<file path="src/rtl/tl_sensor.sv">
// ============================================================================
// Module   : tl_sensor
// Purpose  : Vehicle-loop conditioning for the two-street traffic light
//            controller. Each lane has a 2-flop synchronizer, a debouncer
//            and a presence FSM that stretches "traffic present" so the
//            controller never sees chatter on Ta/Tb.
// Options  : define TL_SENSOR_CNT_EN to add saturating per-lane vehicle
//            counters (cnt_clr, car_cnt_a, car_cnt_b).
// Revision : 1.0 - initial release
// ============================================================================
`default_nettype none

module tl_sensor #(
    parameter int DEB_CYCLES  = 4,
    parameter int HOLD_CYCLES = 8
`ifdef TL_SENSOR_CNT_EN
    ,
    parameter int CNT_W       = 4
`endif
) (
    input  logic             clk,
    input  logic             reset_n,
    input  logic             sensor_a_raw,
    input  logic             sensor_b_raw,
    output logic             Ta,
    output logic             Tb
`ifdef TL_SENSOR_CNT_EN
    ,
    input  logic             cnt_clr,
    output logic [CNT_W-1:0] car_cnt_a,
    output logic [CNT_W-1:0] car_cnt_b
`endif
);

    localparam logic [7:0] DEB_LAST  = 8'(DEB_CYCLES - 1);
    localparam logic [7:0] HOLD_LAST = 8'(HOLD_CYCLES - 1);

    // Bit 0 of the encoding is the presence flag, and ACTIVE<->HOLD differ
    // only in bit 1, so T taken straight from bit 0 is a clean flop output.
    typedef enum logic [1:0] {
        IDLE   = 2'b00,
        HOLD   = 2'b01,
        ACTIVE = 2'b11
    } lane_state_t;

    logic [1:0] raw_v;
    logic [1:0] t_v;

    assign raw_v = {sensor_b_raw, sensor_a_raw};
    assign Ta    = t_v[0];
    assign Tb    = t_v[1];

`ifdef TL_SENSOR_CNT_EN
    logic [2*CNT_W-1:0] cnt_flat;
    assign car_cnt_a = cnt_flat[CNT_W-1:0];
    assign car_cnt_b = cnt_flat[2*CNT_W-1:CNT_W];
`endif

    for (genvar i = 0; i < 2; i++) begin : g_lane
        logic        s1;
        logic        s2;
        logic        deb;
        logic [7:0]  dcnt;
        logic [7:0]  hcnt;
        logic [7:0]  hcnt_nxt;
        lane_state_t state;
        lane_state_t state_nxt;

        // Synchronize the raw sensor and accept a new level only after it
        // has persisted for DEB_CYCLES consecutive synchronized samples.
        always_ff @(posedge clk or negedge reset_n) begin
            if (!reset_n) begin
                s1   <= 1'b0;
                s2   <= 1'b0;
                deb  <= 1'b0;
                dcnt <= 8'd0;
            end else begin
                s1 <= raw_v[i];
                s2 <= s1;
                if (s2 == deb) begin
                    dcnt <= 8'd0;
                end else if (dcnt == DEB_LAST) begin
                    deb  <= s2;
                    dcnt <= 8'd0;
                end else begin
                    dcnt <= dcnt + 8'd1;
                end
            end
        end

        // Presence FSM state and hold counter registers.
        always_ff @(posedge clk or negedge reset_n) begin
            if (!reset_n) begin
                state <= IDLE;
                hcnt  <= 8'd0;
            end else begin
                state <= state_nxt;
                hcnt  <= hcnt_nxt;
            end
        end

        // Next state: a debounced high always (re)enters ACTIVE; HOLD keeps
        // presence asserted for HOLD_CYCLES after the vehicle leaves.
        always_comb begin
            state_nxt = state;
            hcnt_nxt  = hcnt;
            case (state)
                IDLE: begin
                    if (deb) state_nxt = ACTIVE;
                end
                ACTIVE: begin
                    if (!deb) begin
                        state_nxt = HOLD;
                        hcnt_nxt  = HOLD_LAST;
                    end
                end
                HOLD: begin
                    if (deb) begin
                        state_nxt = ACTIVE;
                    end else if (hcnt == 8'd0) begin
                        state_nxt = IDLE;
                    end else begin
                        hcnt_nxt = hcnt - 8'd1;
                    end
                end
                default: state_nxt = IDLE;
            endcase
        end

        assign t_v[i] = state[0];

`ifdef TL_SENSOR_CNT_EN
        logic [CNT_W-1:0] cnt;

        // Count new vehicles (IDLE->ACTIVE only), saturating; clear wins.
        always_ff @(posedge clk or negedge reset_n) begin
            if (!reset_n) begin
                cnt <= '0;
            end else if (cnt_clr) begin
                cnt <= '0;
            end else if ((state == IDLE) && deb && (cnt != {CNT_W{1'b1}})) begin
                cnt <= cnt + 1'b1;
            end
        end

        assign cnt_flat[i*CNT_W +: CNT_W] = cnt;
`endif
    end

endmodule

`default_nettype wire

</file>
<file path="config.mk">
export PLATFORM = sky130hd
export DESIGN_NAME = tl_sensor
export DESIGN_NICKNAME = d
export VERILOG_FILES = /design/src/rtl/tl_sensor.sv
export SDC_FILE = /design/constraint.sdc
export NUM_CORES = 1
export LEC_CHECK = 0
export BUFFER_PORTS_ARGS = -buffer_cell sky130_fd_sc_hd__buf_4
export CORE_ASPECT_RATIO = 2
export CORE_MARGIN = 5
export CORE_UTILIZATION = 35
export DETAILED_ROUTE_END_ITERATION = 8
export HOLD_SLACK_MARGIN = 0.1
export PLACE_DENSITY = 0.55
export REMOVE_ABC_BUFFERS = 1
export SKIP_LAST_GASP = 1
export SYNTH_ARGS = -nofsm -noshare
export SYNTH_HDL_FRONTEND = slang
export SYNTH_SLANG_ARGS = --single-unit
</file>
<file path="constraint.sdc">
create_clock -name clk -period 1.91 [get_ports clk]
set_input_delay 0.191 -clock clk [delete_from_list [all_inputs] [get_ports clk]]
set_output_delay 0.191 -clock clk [all_outputs]
set_load 0.01 [all_outputs]
</file>
==> tab_implementation.tex, run 1 <==
\begin{tabular}{lr}
\hline
Metric & Value \\
\hline
\multicolumn{2}{l}{\textbf{Status}} \\
Status & finished, final reports clean \\
\multicolumn{2}{l}{\textbf{Clock network}} \\
CTS Root Cell & clkbuf\_16 \\
Clock sinks & 42 \\
Setup bufs post-CTS & 0 \\
Inserted Clock Buffers & 5 \\
Later-pin clock latency in the skew report & 0.29 ns \\
H-tree lvl count & 2 \\
Post-CTS clock slew at the launch and capture registers of the worst setup and hold paths & 0.06 ns \\
Clock tree from TritonCTS & yes \\
Clock Path Buffers & 2 \\
\multicolumn{2}{l}{\textbf{Detailed routing}} \\
Antenna Nets Post-Route & 0 \\
Number of remaining DRC errors & 0 \\
Average wire length per cell after detail routing & 14.4 µm \\
Vias & 1502 \\
Detailed-route vias per instance & 5.29 \\
DRT Wirelength & 4.09 mm \\
Detailed Route Iter0 Violations & 32 \\
Pre-antenna DRT Iters & 4 \\
\multicolumn{2}{l}{\textbf{Synthesis}} \\
Ys Warns & 0 \\
Post-synthesis instance area & 2000 µm² \\
Number of instances in the synthesized netlist & 200 \\
Mean cell area of the mapped netlist & 10.0 µm² \\
Flop and latch count out of synthesis & 42 \\
Unique masters post-synth & 34 \\
Part of the Yosys area used for sequential elements & 52.5\% \\
\multicolumn{2}{l}{\textbf{Worst setup path}} \\
Data arrival time at the worst-slack endpoint & 1.99 ns \\
Sort of element at the start of the critical path & flop \\
Critical Path RT & 2.08 ns \\
Minimum setup slack among reg-to-reg paths & 0.09 ns \\
Source of the critical timing path & g\_lane[0].dcnt[0] \\
Crit. End Element & flop \\
Reg-to-reg endpoint & g\_lane[0].deb \\
Setup CP Type & reg -> reg \\
Cells on worst reg2reg path & 4 \\
Worst reg2reg startpoint & g\_lane[0].dcnt[0] \\
Maximum fanout encountered on the critical timing path & 3 \\
\multicolumn{2}{l}{\textbf{STA}} \\
Max-slew violation count & 0 \\
Fin worst setup slack & 0.0946 ns \\
Post-route clock period utilization & 95.0\% \\
RSZ-0062 raised after global routing & false \\
Hold violation total from the final report & 0 \\
Finish-stage setup viols & 0 \\
Final min period & 1.82 ns \\
Slew of the pin with the lowest slew margin & 0.544 ns \\
Hold Worst Slack & 0.341 ns \\
Relative slew margins & 63.7\% \\
Post-Route Skew & 0.00564 ns \\
Sum of negative setup slack & 0 ns \\
Max Clock Freq & 551 MHz \\
\multicolumn{2}{l}{\textbf{Floorplan}} \\
Boundary pin count & 6 \\
Total die area & 7430 µm² \\
Die span in x & 63.5 µm \\
Starting Density & 35.4\% \\
Number of placement rows & 39 \\
Core area & 5660 µm² \\
Die Ht & 117 µm \\
\multicolumn{2}{l}{\textbf{Final layout}} \\
Number of nets in the finished design & 233 \\
Leading cell type in the layout, fill and taps excluded & dfrtp\_1 \\
Total inserted antenna cells & 0 \\
Most frequent cells in the layout & dfrtp\_1 (42), nor2\_1 (26), buf\_4 (16), nand2\_1 (14), o21ai\_0 (14) \\
Post-layout instance area & 2400 µm² \\
Layout Area Growth over Synthesis & 19.7\% \\
Final Util & 42.4\% \\
Layout cell share with drive strength beyond 1 & 13.5\% \\
\multicolumn{2}{l}{\textbf{Global route}} \\
First-pass GRT wire length & 7.18 mm \\
Aggregate global-route resource usage & 12.5\% \\
Largest net degree at the start of global routing & 43 \\
Initial antenna violation count & 0 \\
GR Overflow Total & 0 \\
Via count of the first global-routing pass & 1654 \\
\multicolumn{2}{l}{\textbf{Min path}} \\
Worst min path class & reg -> reg \\
Hold Crit Endpoint & g\_lane[1].s2 \\
Hold path start & g\_lane[1].s1 \\
Cells on Worst Hold Path & 0 \\
\multicolumn{2}{l}{\textbf{Power}} \\
Worst ir drop on vdd & 1.33 mV \\
Static power due to leakage & 1.13 nW \\
PD cells & 1500 nW/µm² \\
\multicolumn{2}{l}{\textbf{Placement}} \\
Post-detail-place hpwl & 2.97 mm \\
Routability congestion estimate & 0.752 \\
Count of buffers inserted at the top-level ports & 5 \\
Dpl ws & 0.0602 ns \\
DP Area & 2190 µm² \\
\multicolumn{2}{l}{\textbf{Flow run}} \\
Maxcap violations & 0 \\
\hline
\end{tabular}
layer usage:
metal	vias up	wire (µm)	global-route usage, %
li1	734	-	-
met1	735	1520	11.1
met2	17	2320	23.7
met3	16	82	2.67
met4	0	176	9.15
met5	-	0	0
kinds of logic (layout without fill, tap and decap cells):
logic type,count (synthesis),count (layout),synth area share (%)
compound gates,36,36,10.7
mux,8,8,4.50
fa+ha+maj,6,6,3.75
simple gates,80,80,19.9
xor+xnor,14,14,6.12
buf+inv,14,37,2.62
flops,42,42,52.5
sequential cells by signal (all words and copies together) (netlist names):
signal and count:
g_lane.s2 2, g_lane.state 4, g_lane.dcnt 16, g_lane.hcnt 16, g_lane.s1 2, g_lane.deb 2
worst max-delay path, cell delays in order (launching register included):
cell and delay, ns:
dfrtp_1 0.37, ha_1 0.17, or4b_1 0.43, or4_4 0.44, mux2_4 0.31
per-stage QoR:
stage,power [mW],cells
4_1_cts,3.63,284
5_1_grt,3.89,284
3_5_place_dp,2.62,274
6_report,3.59,284
2_1_floorplan,2.18,197
3_3_place_gp,2.60,274
worst max-delay path by stage:
stage,cells after the start,slack [ns],end
2_1_floorplan,4,0.08,g_lane[1].deb
3_3_place_gp,5,0.09,g_lane[1].dcnt[2]
3_5_place_dp,5,0.06,g_lane[0].dcnt[7]
4_1_cts,5,0.06,g_lane[0].dcnt[2]
5_1_grt,4,0.03,g_lane[1].deb
6_report,4,0.09,g_lane[0].deb
power by group:
part / leakage [nW] / switching [mW] / internal, mW
sequential: 0.532 / 0.268 / 1.14
clock: 0.0829 / 0.330 / 0.645
combinational: 0.514 / 0.686 / 0.519
total: 1.13 / 1.28 / 2.30
Yosys cell counts:
master,number,area (µm²)
mux2_4,2,30.0
and3_1,2,12.5
nand2b_1,4,25.0
and2_1,2,12.5
dfrtp_1,42,1050
a31oi_1,4,25.0
o211ai_1,1,7.51
o21ai_0,14,70.1
clkbuf_1,3,11.3
inv_1,11,41.3
a22oi_1,2,15.0
o21a_1,1,7.51
xor2_1,8,70.1
a21boi_0,2,15.0
nand3_1,10,50.1
or4_4,2,22.5
nor2_1,26,97.6
o21bai_1,1,7.51
xnor2_1,6,52.6
nand2_1,16,60.1
nor3_1,6,30.0
o31ai_1,1,7.51
nand4b_1,1,8.76
o41ai_1,1,8.76
a22o_1,1,8.76
o22ai_1,1,6.26
mux2i_1,6,60.1
ha_1,6,75.1
nor2b_1,3,18.8
nor4_1,3,18.8
and3b_1,1,8.76
a21oi_1,7,35.0
or4b_1,2,20.0
nand4_1,2,12.5
timing repair:
action	4_1_cts	5_1_grt
hold buffers	3	0
resized for setup	0	3
hold endpoints to repair	44	0
setup endpoints to repair	0	9
area by class of cell:
cell class	count	area [µm²]
fill	561	3260
sequential	42	1050
multi-input combinational	144	910
timing repair buffer	19	150
clock buffer	6	139
tap	61	76.3
inverter	11	41.3
clock inverter	1	30.0
Power figures use the tool's default switching activity.
==> run 2: changes to the inputs <==
Settings changed: CORE_UTILIZATION 35 to 30, PLACE_DENSITY 0.55 to 0.49.
==> tab_implementation.tex, run 2 (same netlist as run 1, synthesis figures left out) <==
\begin{tabular}{lr}
\hline
Metric & Value \\
\hline
\multicolumn{2}{l}{\textbf{Global route}} \\
Aggregate global-route resource usage & 10.8\% (-1.7 points) \\
Via count of the first global-routing pass & 1518 (-8.2\%) \\
Largest net degree at the start of global routing & 43 (unchanged) \\
First-pass GRT wire length & 6.93 mm (-3.4\%) \\
Initial antenna violation count & 0 (unchanged) \\
GR Overflow Total & 0 (unchanged) \\
\multicolumn{2}{l}{\textbf{Worst setup path}} \\
Setup CP Type & reg -> reg \\
Critical Path RT & 2.08 ns (about the same) \\
Maximum fanout encountered on the critical timing path & 3 (unchanged) \\
Data arrival time at the worst-slack endpoint & 1.99 ns (about the same) \\
Cells on worst reg2reg path & 4 (unchanged) \\
Crit. End Element & flop \\
Sort of element at the start of the critical path & flop \\
Minimum setup slack among reg-to-reg paths & 0.09 ns (about the same) \\
\multicolumn{2}{l}{\textbf{STA}} \\
Max Clock Freq & 549 MHz (-0.30\%) \\
Hold violation total from the final report & 0 (unchanged) \\
Sum of negative setup slack & 0 ns (unchanged) \\
Max-slew violation count & 0 (unchanged) \\
RSZ-0062 raised after global routing & false \\
Post-route clock period utilization & 95.3\% (+0.29 points) \\
Finish-stage setup viols & 0 (unchanged) \\
Final min period & 1.82 ns (+0.00548 ns) \\
Post-Route Skew & 0.00537 ns (-0.000270 ns) \\
Relative slew margins & 63.8\% (+0.13 points) \\
Slew of the pin with the lowest slew margin & 0.542 ns (-0.00195 ns) \\
\multicolumn{2}{l}{\textbf{Power}} \\
PD cells & 1420 nW/µm² (-5.0\%) \\
Worst ir drop on vdd & 0.481 mV (-64\%) \\
Static power due to leakage & 1.10 nW (-2.6\%) \\
Tot Pwr & 3.38 mW (-5.9\%) \\
\multicolumn{2}{l}{\textbf{Floorplan}} \\
Die Ht & 126 µm (+7.3\%) \\
Core area & 6570 µm² (+16\%) \\
Boundary pin count & 6 (unchanged) \\
Number of placement rows & 42 (+7.7\%) \\
Total die area & 8510 µm² (+15\%) \\
Starting Density & 30.5\% (-4.9 points) \\
Die span in x & 67.8 µm (+6.7\%) \\
\multicolumn{2}{l}{\textbf{Detailed routing}} \\
Average wire length per cell after detail routing & 12.7 µm (-12\%) \\
Vias & 1463 (-2.6\%) \\
Detailed Route Iter0 Violations & 49 (+53\%) \\
Antenna Nets Post-Route & 0 (unchanged) \\
Number of remaining DRC errors & 0 (unchanged) \\
Pre-antenna DRT Iters & 4 (unchanged) \\
Detailed-route vias per instance & 4.73 (-10\%) \\
DRT Wirelength & 3.93 mm (-4.0\%) \\
\multicolumn{2}{l}{\textbf{Final layout}} \\
Sequential cell area & 1050 µm² (unchanged) \\
Layout Area Growth over Synthesis & 18.6\% \\
Top Registers & g\_lane.dcnt (16), g\_lane.hcnt (16), g\_lane.state (4) \\
Number of nets in the finished design & 231 (-0.86\%) \\
Fill cells & 652 (+16\%) \\
Area used by multi-input combinational logic & 905 µm² (-0.55\%) \\
Leading cell type in the layout, fill and taps excluded & dfrtp\_1 \\
Layout cell share with drive strength beyond 1 & 11.3\% (-2.1 points) \\
Most frequent cells in the layout & dfrtp\_1 (42), nor2\_1 (26), nand2\_1 (14), o21ai\_0 (14), buf\_4 (14) \\
Total inserted antenna cells & 0 (unchanged) \\
\multicolumn{2}{l}{\textbf{Clock network}} \\
Post-CTS clock slew at the launch and capture registers of the worst setup and hold paths & 0.06 ns (about the same) \\
Inserted Clock Buffers & 5 (unchanged) \\
CTS Root Cell & clkbuf\_16 \\
Later-pin clock latency in the skew report & 0.29 ns (about the same) \\
Clock sinks & 42 (unchanged) \\
Setup bufs post-CTS & 0 (unchanged) \\
Clock Path Buffers & 2 (unchanged) \\
Clock tree from TritonCTS & yes \\
H-tree lvl count & 2 (unchanged) \\
\multicolumn{2}{l}{\textbf{Placement}} \\
Routability congestion estimate & 0.755 (+0.41\%) \\
Count of buffers inserted at the top-level ports & 5 (unchanged) \\
Post-detail-place hpwl & 2.81 mm (-5.5\%) \\
\multicolumn{2}{l}{\textbf{Min path}} \\
Worst min path class & reg -> reg \\
Cells on Worst Hold Path & 0 (unchanged) \\
\multicolumn{2}{l}{\textbf{Flow run}} \\
Maxcap violations & 0 (unchanged) \\
\multicolumn{2}{l}{\textbf{Status}} \\
Status & finished, final reports clean \\
\hline
\end{tabular}
## run 2: cell types whose count changed in the layout (fill, tap and decap cells not counted)
cell | previous run | this run
buf_4 | 16 | 14
bufinv_16 | 1 | 0
nand3_1 | 9 | 10
nand3_2 | 1 | 0
clkbuf_1 | 0 | 2
clkbuf_8 | 1 | 0
## run 2: timing repair
item                                    in CTS  in global routing
resized for setup                            0                  2
hold endpoints to repair                    44                  0
hold buffers                                 3                  0
endpoints found under the setup margin       0                  8
## run 2: power by group
group	total [mW]	internal, mW	switching [mW]
clock network	0.811	0.478	0.333
logic	1.15	0.502	0.648
registers	1.42	1.14	0.276
## run 2: per-stage QoR
stage                     worst slack, ns  cell area [µm²]  hold slack, ns  instances  utilization [%]
after floorplan                    0.0824             1990          -0.105        197                -
after global placement             0.0955             2210           0.223        299             33.6
after detailed placement           0.0741             2210           0.222        299             33.6
after CTS                          0.0654             2370           0.348        309             36.1
after global routing               0.0288             2370           0.354        309             36.2
final                              0.0891             2370           0.346        309             36.2
## run 2: final cells by class
class	count	share of cell area [%]
flip-flops and latches	42	44.3
well taps	88	4.64
multi-input cells	144	38.1
inverters	11	1.74
clock buffers	7	5.58
repair buffers	17	5.69
## run 2: final timing paths
path	to	from
worst min-delay path	g_lane[0].s2	g_lane[0].s1
worst max register to register	g_lane[0].deb	g_lane[0].dcnt[0]
worst max-delay path	g_lane[0].deb	g_lane[0].dcnt[0]
min in group asynchronous	g_lane[0].hcnt[0]	reset_n
max in group asynchronous	g_lane[1].hcnt[2]	reset_n
worst min register to register	g_lane[0].s2	g_lane[0].s1
## run 2: per-layer routing
layer  vias up  part of all wire, %  global-route usage (%)
li1        743                    -                       -
met1       703                   40                    11.4
met2        12                   56                    18.7
met3         5                  1.9                    2.69
met4         0                  2.5                    5.98
met5         -                    0                       0
## run 2: critical path, cell delays in order (launching register included)
cell     delay (ns)
dfrtp_1        0.36
ha_1           0.16
or4b_1         0.43
or4_4          0.44
mux2_4         0.31
==> run 3: changes to the inputs <==
Settings changed: GPL_TIMING_DRIVEN set to 0, REMOVE_ABC_BUFFERS 1 to unset.
==> tab_implementation.tex, run 3 (same netlist as run 1, synthesis figures left out) <==
\begin{tabular}{lr}
\hline
Metric & Value \\
\hline
\multicolumn{2}{l}{\textbf{Status}} \\
Status & finished, final reports clean \\
\multicolumn{2}{l}{\textbf{Power}} \\
Portion of total power attributed to the clock network & 25.4\% (+1.4 points) \\
P\_int & 2.14 mW (+0.90\%) \\
Sequential share of power & 40.6\% (-1.3 points) \\
Static power due to leakage & 1.07 nW (-2.7\%) \\
Fraction of power spent switching nets & 37.9\% (+0.70 points) \\
Worst ir drop on vdd & 0.447 mV (-7.1\%) \\
Switching power total & 1.31 mW (+4.0\%) \\
Combinational power share & 34.0\% (about the same) \\
PD cells & 1450 nW/µm² (+2.0\%) \\
\multicolumn{2}{l}{\textbf{Detailed routing}} \\
Average wire length per cell after detail routing & 12.8 µm (+0.80\%) \\
Number of remaining DRC errors & 0 (unchanged) \\
Met2 wire length & 2.19 mm (+0.14\%) \\
Antenna Nets Post-Route & 0 (unchanged) \\
DRT Wirelength & 3.91 mm (-0.51\%) \\
Pre-antenna DRT Iters & 4 (unchanged) \\
Detailed Route Iter0 Violations & 124 (+150\%) \\
Highest Signal Layer & met4 \\
Vias & 1472 (+0.62\%) \\
Met3 wirelength from detailed routing & 93 µm (+22\%) \\
Post-route met1 wirelength & 1.51 mm (-3.7\%) \\
Detailed-route vias per instance & 4.83 (+1.9\%) \\
\multicolumn{2}{l}{\textbf{Final layout}} \\
Layout Area Growth over Synthesis & 18.6\% (about the same) \\
Top Registers & g\_lane.dcnt (16), g\_lane.hcnt (16), g\_lane.state (4) \\
Total inserted antenna cells & 0 (unchanged) \\
Most frequent cells in the layout & dfrtp\_1 (41), nor2\_1 (26), nand2\_1 (14), o21ai\_0 (14), inv\_1 (11) \\
Leading cell type in the layout, fill and taps excluded & dfrtp\_1 \\
Fill cells & 675 (+3.5\%) \\
Layout cell share with drive strength beyond 1 & 11.1\% (-0.25 points) \\
Number of nets in the finished design & 226 (-2.2\%) \\
\multicolumn{2}{l}{\textbf{Worst setup path}} \\
Critical Path RT & 2.09 ns (about the same) \\
Crit. End Element & flop \\
Maximum fanout encountered on the critical timing path & 4 (+1) \\
Data arrival time at the worst-slack endpoint & 2.05 ns (+0.06 ns) \\
Sort of element at the start of the critical path & flop \\
Setup CP Type & reg -> reg \\
\multicolumn{2}{l}{\textbf{Global route}} \\
First-pass GRT wire length & 6.78 mm (-2.2\%) \\
Initial antenna violation count & 0 (unchanged) \\
Via count of the first global-routing pass & 1460 (-3.8\%) \\
GR Overflow Total & 0 (unchanged) \\
Aggregate global-route resource usage & 10.6\% (-0.17 points) \\
Largest net degree at the start of global routing & 43 (unchanged) \\
\multicolumn{2}{l}{\textbf{STA}} \\
Final min period & 1.87 ns (+0.0530 ns) \\
Sum of negative setup slack & 0 ns (unchanged) \\
RSZ-0062 raised after global routing & true \\
Post-route clock period utilization & 98.1\% (+2.8 points) \\
Hold Worst Slack & 0.346 ns (-0.000435 ns) \\
Finish-stage setup viols & 0 (unchanged) \\
Post-Route Skew & 0.00904 ns (+0.00366 ns) \\
Max Clock Freq & 534 MHz (-2.8\%) \\
Fin worst setup slack & 0.0361 ns (-0.0530 ns) \\
Slew of the pin with the lowest slew margin & 0.541 ns (-0.000997 ns) \\
Hold violation total from the final report & 0 (unchanged) \\
Max-slew violation count & 0 (unchanged) \\
Relative slew margins & 63.9\% (+0.067 points) \\
\multicolumn{2}{l}{\textbf{Min path}} \\
Worst min path class & reg -> reg \\
\multicolumn{2}{l}{\textbf{Flow run}} \\
Maxcap violations & 0 (unchanged) \\
\multicolumn{2}{l}{\textbf{Clock network}} \\
Clock Path Buffers & 2 (unchanged) \\
H-tree lvl count & 2 (unchanged) \\
Clock sinks & 42 (unchanged) \\
Post-CTS clock slew at the launch and capture registers of the worst setup and hold paths & 0.06 ns (about the same) \\
Later-pin clock latency in the skew report & 0.29 ns (about the same) \\
CTS Root Cell & clkbuf\_16 \\
Clock tree from TritonCTS & yes \\
Inserted Clock Buffers & 5 (unchanged) \\
\multicolumn{2}{l}{\textbf{Placement}} \\
Dpl ws & -0.0637 ns (-0.138 ns) \\
Post-detail-place hpwl & 2.73 mm (-2.9\%) \\
Routability congestion estimate & 0.741 (-1.9\%) \\
Count of buffers inserted at the top-level ports & 5 (unchanged) \\
\multicolumn{2}{l}{\textbf{Synthesis}} \\
Total nets after synthesis & 210 \\
\multicolumn{2}{l}{\textbf{Floorplan}} \\
Total die area & 8510 µm² (unchanged) \\
Number of placement rows & 42 (unchanged) \\
Core area & 6570 µm² (unchanged) \\
Boundary pin count & 6 (unchanged) \\
Starting Density & 30.5\% (unchanged) \\
Die Ht & 126 µm (unchanged) \\
Die span in x & 67.8 µm (unchanged) \\
\hline
\end{tabular}
## run 3: cell types whose count changed in the layout (fill, tap and decap cells not counted), sizes merged
cell	previous run	this run
clkbuf	7	9
clkinvlp	0	1
clkinv	0	1
buf	14	6
## run 3: area by class of cell
class	count	area, µm²	area share [%]
inverters	11	41.3	1.74
clock buffers	6	139	5.85
flip-flops and latches	42	1050	44.3
well taps	88	110	4.63
clock inverters	2	12.5	0.527
plain buffers	3	11.3	0.474
repair buffers	9	75.1	3.16
multi-input cells	144	935	39.3
## run 3: path summary, 6_finish.rpt
check / depth (start not counted) / slack, ns / start / endpoint
min: 0 / 0.35 / g_lane[1].s1 / g_lane[1].s2
max in group asynchronous: 2 / 1.08 / reset_n / g_lane[1].dcnt[0]
min in group asynchronous: 2 / 0.42 / reset_n / g_lane[0].hcnt[5]
min reg2reg: 0 / 0.35 / g_lane[1].s1 / g_lane[1].s2
max reg2reg: 4 / 0.04 / g_lane[0].dcnt[0] / g_lane[0].deb
max: 4 / 0.04 / g_lane[0].dcnt[0] / g_lane[0].deb
## run 3: critical path: stages, from the launching register on
cell	delay [ns]
dfrtp_1	0.40
ha_4	0.17
or4b_1	0.43
or4_4	0.45
mux2_4	0.31
## run 3: timing repair
item                       CTS  global route
gates resized for setup      7             1
pin swaps                    2             1
cloned                       0             0
setup buffers                0             1
hold buffers                 3             0
setup endpoints to repair   19             2
hold endpoints to repair    44             0
## run 3: layer usage
metal  global-route usage [%]  up-vias
met5                        0        -
met4                     6.68        0
met3                     2.96        6
met2                     18.3       18
met1                     10.8      726
li1                         -      722
## run 3: power groups by stage
| stage | registers, mW | clock network, mW | logic (mW) |
|---|---|---|---|
| floorplan | 1.34 | 0 | 0.864 |
| global placement | 1.39 | 0 | 1.13 |
| detailed placement | 1.39 | 0 | 1.14 |
| CTS | 1.40 | 0.917 | 1.18 |
| global route | 1.44 | 0.955 | 1.33 |
| finish | 1.40 | 0.877 | 1.17 |
## run 3: stage by stage
stage	area (µm²)	cells	power (mW)	util (%)
after floorplan	2000	200	2.20	-
final	2380	305	3.45	36.2
after CTS	2370	304	3.49	36.0
after global placement	2150	293	2.51	32.7
after detailed placement	2150	293	2.53	32.7
after global routing	2380	305	3.73	36.2
